===== src/rtl/mem_wb_stage.sv =====
// mem_wb_stage
//   MEM/WB pipeline stage with an elastic valid/ready handshake. The stage
//   carries the write-back control bundle, the memory read data, the ALU
//   result and the destination register index from MEM to WB. It holds at
//   most two entries: a main register that drives the outputs and a skid
//   register. In_Ready is computed from registered state only, so there is
//   no combinational path from Out_Ready back to In_Ready.
//
// Ports
//   Clk           in   clock, all state updates on posedge
//   Rst_n         in   synchronous reset, active-low
//   Flush         in   drop all held entries and the current input
//   In_Valid      in   upstream entry valid
//   In_Ready      out  stage can accept an entry this cycle
//   WB            in   write-back control bundle       [WB_W]
//   ReadData      in   memory read data                [DATA_W]
//   AluResult     in   ALU result / address            [DATA_W]
//   WriteReg      in   destination register index      [REG_W]
//   Out_Valid     out  *_OUT hold a valid entry
//   Out_Ready     in   downstream accepts entry this cycle
//   WB_OUT        out  registered WB                   [WB_W]
//   ReadData_OUT  out  registered ReadData             [DATA_W]
//   AluResult_OUT out  registered AluResult            [DATA_W]
//   WriteReg_OUT  out  registered WriteReg             [REG_W]
//   StallCount    out  output-stall cycle count        [STALL_CNT_W]
//
// Configuration
//   MEMWB_STALLCNT_EN  when defined, StallCount counts cycles with
//                      Out_Valid && !Out_Ready, saturating at all-ones and
//                      cleared only by reset. When undefined it is tied to 0.

module mem_wb_stage #(
  parameter int DATA_W      = 32,
  parameter int REG_W       = 5,
  parameter int WB_W        = 2,
  parameter int STALL_CNT_W = 16
) (
  input  logic                   Clk,
  input  logic                   Rst_n,
  input  logic                   Flush,
  input  logic                   In_Valid,
  output logic                   In_Ready,
  input  logic [WB_W-1:0]        WB,
  input  logic [DATA_W-1:0]      ReadData,
  input  logic [DATA_W-1:0]      AluResult,
  input  logic [REG_W-1:0]       WriteReg,
  output logic                   Out_Valid,
  input  logic                   Out_Ready,
  output logic [WB_W-1:0]        WB_OUT,
  output logic [DATA_W-1:0]      ReadData_OUT,
  output logic [DATA_W-1:0]      AluResult_OUT,
  output logic [REG_W-1:0]       WriteReg_OUT,
  output logic [STALL_CNT_W-1:0] StallCount
);

  logic              main_valid;
  logic              skid_valid;
  logic [WB_W-1:0]   skid_wb;
  logic [DATA_W-1:0] skid_read_data;
  logic [DATA_W-1:0] skid_alu_result;
  logic [REG_W-1:0]  skid_write_reg;

  logic accept;
  logic drain;

  // Ready depends only on the skid slot: while it is empty there is always
  // room, either in main or in skid.
  assign In_Ready  = Rst_n && !skid_valid;
  assign Out_Valid = main_valid;
  assign accept    = In_Valid && In_Ready;
  assign drain     = main_valid && Out_Ready;

  // The main register doubles as the output register. Skid only fills when
  // main is occupied and not draining; when main drains with skid full, the
  // skid entry moves forward (no accept is possible in that cycle because
  // In_Ready is low).
  always_ff @(posedge Clk) begin
    if (!Rst_n) begin
      main_valid      <= 1'b0;
      skid_valid      <= 1'b0;
      WB_OUT          <= '0;
      ReadData_OUT    <= '0;
      AluResult_OUT   <= '0;
      WriteReg_OUT    <= '0;
      skid_wb         <= '0;
      skid_read_data  <= '0;
      skid_alu_result <= '0;
      skid_write_reg  <= '0;
    end else if (Flush) begin
      main_valid <= 1'b0;
      skid_valid <= 1'b0;
    end else if (drain) begin
      if (skid_valid) begin
        WB_OUT        <= skid_wb;
        ReadData_OUT  <= skid_read_data;
        AluResult_OUT <= skid_alu_result;
        WriteReg_OUT  <= skid_write_reg;
        main_valid    <= 1'b1;
        skid_valid    <= 1'b0;
      end else if (accept) begin
        WB_OUT        <= WB;
        ReadData_OUT  <= ReadData;
        AluResult_OUT <= AluResult;
        WriteReg_OUT  <= WriteReg;
        main_valid    <= 1'b1;
      end else begin
        main_valid <= 1'b0;
      end
    end else if (accept) begin
      if (!main_valid) begin
        WB_OUT        <= WB;
        ReadData_OUT  <= ReadData;
        AluResult_OUT <= AluResult;
        WriteReg_OUT  <= WriteReg;
        main_valid    <= 1'b1;
      end else begin
        skid_wb         <= WB;
        skid_read_data  <= ReadData;
        skid_alu_result <= AluResult;
        skid_write_reg  <= WriteReg;
        skid_valid      <= 1'b1;
      end
    end
  end

`ifdef MEMWB_STALLCNT_EN
  logic [STALL_CNT_W-1:0] stall_count;

  // Flush does not clear the counter; it is a diagnostic that only reset
  // restarts. Saturation keeps it from wrapping on long stalls.
  always_ff @(posedge Clk) begin
    if (!Rst_n) begin
      stall_count <= '0;
    end else if (main_valid && !Out_Ready && (stall_count != '1)) begin
      stall_count <= stall_count + STALL_CNT_W'(1);
    end
  end

  assign StallCount = stall_count;
`else
  assign StallCount = '0;
`endif

endmodule


===== config.mk =====
export PLATFORM = sky130hd
export DESIGN_NAME = mem_wb_stage
export DESIGN_NICKNAME = d
export VERILOG_FILES = /design/src/rtl/mem_wb_stage.sv
export SDC_FILE = /design/constraint.sdc
export NUM_CORES = 1
export LEC_CHECK = 0
export BUFFER_PORTS_ARGS = -buffer_cell sky130_fd_sc_hd__buf_2
export CAP_MARGIN = 20
export CORE_UTILIZATION = 52
export CTS_BUF_LIST = sky130_fd_sc_hd__clkbuf_4 sky130_fd_sc_hd__clkbuf_8
export DETAILED_ROUTE_END_ITERATION = 10
export PLACE_DENSITY = 0.79
export SYNTH_ARGS = -nofsm -noshare
export SYNTH_HDL_FRONTEND = slang
export SYNTH_SLANG_ARGS = --single-unit

===== constraint.sdc =====
create_clock -name Clk -period 1.7 [get_ports Clk]
set_clock_uncertainty 0.2 [all_clocks]
set_input_delay 0.085 -clock Clk [delete_from_list [all_inputs] [get_ports Clk]]
set_output_delay 0.085 -clock Clk [all_outputs]
set_load 0.1 [all_outputs]

==> results by group <==
Logic synthesis
  • Yosys warnings: 0
  • Synth top area share: 35.3%
  • Async set-reset flop share out of synthesis: 0%
  • Sequential area share after synthesis: 35.3%
  • Syn Area/Cell: 8.65 µm²
  • Post-synth top flop: dfxtp_1
  • Flops & latches, synth: 144
  • Top cells by area, synth: dfxtp_1 35%, a311oi_2 13%, nand3_1 8.7%, a211o_1 7.6%, o311ai_0 7.6%
  • Most numerous cell in the Yosys netlist: dfxtp_1
  • Cell variety after synth: 28
  • Synth cell count leaders: 144 x dfxtp_1, 142 x nand3_1, 73 x a21oi_1, 73 x nand2b_1, 72 x o21ai_0
  • Cell accounting for the most synthesized area: dfxtp_1
  • Cells after Synth: 944
  • Post-synth EDFFs: 0
  • Synthesized area: 8170 µm²

Die
  • Die width: 127 µm
  • Num ports: 165
  • Core area: 15300 µm²
  • Die area: 16200 µm²
  • Initial Utilization: 53.5%
  • Die H: 127 µm
  • # rows: 45

STA
  • Max frequency: 583 MHz
  • Fin. Hold Viols: 0
  • Max_slew headroom: 64.9%
  • Final setup viols: 1
  • RSZ-0062 raised after global routing: yes
  • Fin crit period: 1.72 ns
  • Final period utilization: 101%
  • Max-slew violation count: 0
  • Worst setup margin: -0.0161 ns
  • Worst-Margin Slew: 0.530 ns

Critical path
  • Reg2reg end: AluResult_OUT[27]$_SDFFE_PN0P_
  • Critical Path AT: 1.83 ns
  • Peak fanout along the critical path: 39
  • Critical Path Sink: AluResult_OUT[27]$_SDFFE_PN0P_
  • Worst reg2reg path depth: 4
  • Startpoint Class: register
  • R2r setup slk: -0.02 ns
  • Critical path endpoint category: register
  • Critical path type: register to register
  • Setup crit start: Out_Valid$_SDFFE_PP0P_
  • Worst reg2reg startpoint: Out_Valid$_SDFFE_PP0P_
  • Req. time, crit path: 1.82 ns

GRT
  • Vias in the first global route: 8097
  • GR Layer Usage met3: 5.82%
  • Met2 Use GR: 52.2%
  • Initial antenna violation count: 0
  • Largest net degree at the start of global routing: 54
  • Met1 Usage GRT: 37.7%
  • Gr usage total: 30.7%
  • Global-route wire length before repair: 40.2 mm
  • GR peak layer: met2
  • Total grt overflow: 0

Power and ir drop
  • PwrDens: 784 nW/µm²
  • Seq pwr share: 42.9%
  • Comb pwr share: 24.3%
  • Total Power: 8.27 mW
  • Max VDD drop: 0.465 mV
  • Total net switching power: 2.75 mW
  • Internal: 5.52 mW
  • Clock Power Share: 32.8%
  • Net Sw Frac: 33.2%
  • LEAKAGE: 4.31 nW

Finish
  • Nets: 1190
  • Finished Layout Cells: 1338
  • Antenna diodes: 0
  • Area grow syn2layout: 29.1%
  • Share of layout cells above drive strength 1: 34.5%

Route
  • DR DRC count: 0
  • Total Wirelength: 25.2 mm
  • Drt pass-1 iters: 5
  • Vias per std cell: 6.33
  • DR iter-0 viols: 1027
  • Post-route ant nets: 0
  • Via count: 8472
  • Routed WL per cell: 18.9 µm

Placement
  • Number of port buffers: 148
  • GP Congestion: 0.763
  • Placed cell count: 1227
  • DP HPWL: 14.3 mm

Clock network
  • Root Buffer: clkbuf_8
  • Max Buffers Root-to-Sink: 2
  • CTS tree: yes
  • Clock sink count: 144
  • H-Tree Depth: 4
  • Clock Latency Late Sink: 0.46 ns
  • Clock-pin slew on the worst setup and hold paths: 0.08 ns
  • Num CTS Buffers: 17

Hold path
  • Hold WC Path Type: input pin to register

Run
  • Max Cap Viol: 0

Outcome
  • Failing checks: setup timing
  • Outcome: complete, but fails checks
[timing repair]
action                                  CTS  global route
buffers inserted                          1             2
resized for setup                         0            40
cloned                                    0             2
pin swaps                                 1             1
endpoints found under the setup margin    1            75
hold endpoints to repair                144             0
hold buffers                             74             0
[logic make-up (layout without fill, tap and decap cells)]
logic type / Yosys count / after routing / synth area share, %
buf+inv: 145 / 313 / 9.07
compound gates: 360 / 360 / 37.3
other cells: 1 / 16 / 0.0459
flops: 144 / 144 / 35.3
simple gates: 294 / 294 / 18.3
[placed cells by master (no fill, tap or decap), types with 3 or more instances in the layout]
| master | instances |
|---|---|
| clkbuf_4 | 6 |
| conb_1 | 16 |
| o311ai_0 | 40 |
| a211o_1 | 71 |
| dlygate4sd3_1 | 74 |
| nand2b_1 | 72 |
| o311ai_1 | 31 |
| buf_2 | 146 |
| buf_12 | 21 |
| buf_4 | 29 |
| clkinv_2 | 3 |
| buf_6 | 5 |
| a21oi_1 | 73 |
| a311oi_2 | 70 |
| clkbuf_8 | 22 |
| nand3_1 | 142 |
| dfxtp_2 | 71 |
| nand2_1 | 71 |
| dfxtp_1 | 71 |
| o21ai_1 | 3 |
| o21ai_0 | 69 |
[worst min-delay path by stage]
stage                       start                               end  slack, ns  cells past startpoint
detailed placement  AluResult[24]  skid_alu_result[24]$_SDFFE_PN0P_       0.16                      3
CTS                         Flush      ReadData_OUT[1]$_SDFFE_PN0P_       0.05                      4
floorplan            AluResult[0]   skid_alu_result[0]$_SDFFE_PN0P_       0.03                      2
global route                Flush    AluResult_OUT[28]$_SDFFE_PN0P_       0.06                      4
global placement    AluResult[24]  skid_alu_result[24]$_SDFFE_PN0P_       0.15                      3
finish                      Flush    AluResult_OUT[26]$_SDFFE_PN0P_       0.07                      4
[area by class of cell]
class / instances / area, µm²
inverters: 3 / 16.3
repair buffers: 278 / 2220
well taps: 211 / 264
flip-flops and latches: 144 / 2980
multi-input cells: 670 / 4670
clock inverters: 5 / 52.6
clock buffers: 27 / 340
fillers: 1158 / 4710
[critical path, cell delays in order (launching register included)]
cell and delay, ns:
dfxtp_4 0.38, and2_4 0.21, buf_12 0.18, o311ai_0 0.49, a311oi_2 0.10
[metrics by stage]
stage	utilization [%]	hold WS, ns	setup slack (ns)	TNS [ns]	area, µm²
after detailed placement	61.1	0.156	0.0450	0	9320
final	69.1	0.0653	-0.0161	-0.0161	10500
after global placement	61.1	0.150	0.0865	0	9320
after floorplan	-	0.0327	-0.0283	-1.94	8400
after global routing	69.1	0.0642	-0.0814	-0.267	10500
after CTS	68.6	0.0478	0.00150	0	10500
[power groups by stage]
| stage | Clock, mW | Combinational [mW] | Sequential (mW) |
|---|---|---|---|
| floorplan | 0 | 0.907 | 4.14 |
| global placement | 0 | 1.80 | 3.61 |
| detailed placement | 0 | 1.82 | 3.62 |
| CTS | 2.73 | 1.96 | 3.54 |
| global route | 2.90 | 2.10 | 3.56 |
| finish | 2.72 | 2.01 | 3.54 |
[per-layer routing]
metal  share of wire (%)  routed length, µm
met4                 2.4                607
met2                  49              12300
met3                 8.2               2080
met5                   0                  0
met1                  40              10200
(Power assumes the default switching activity.)
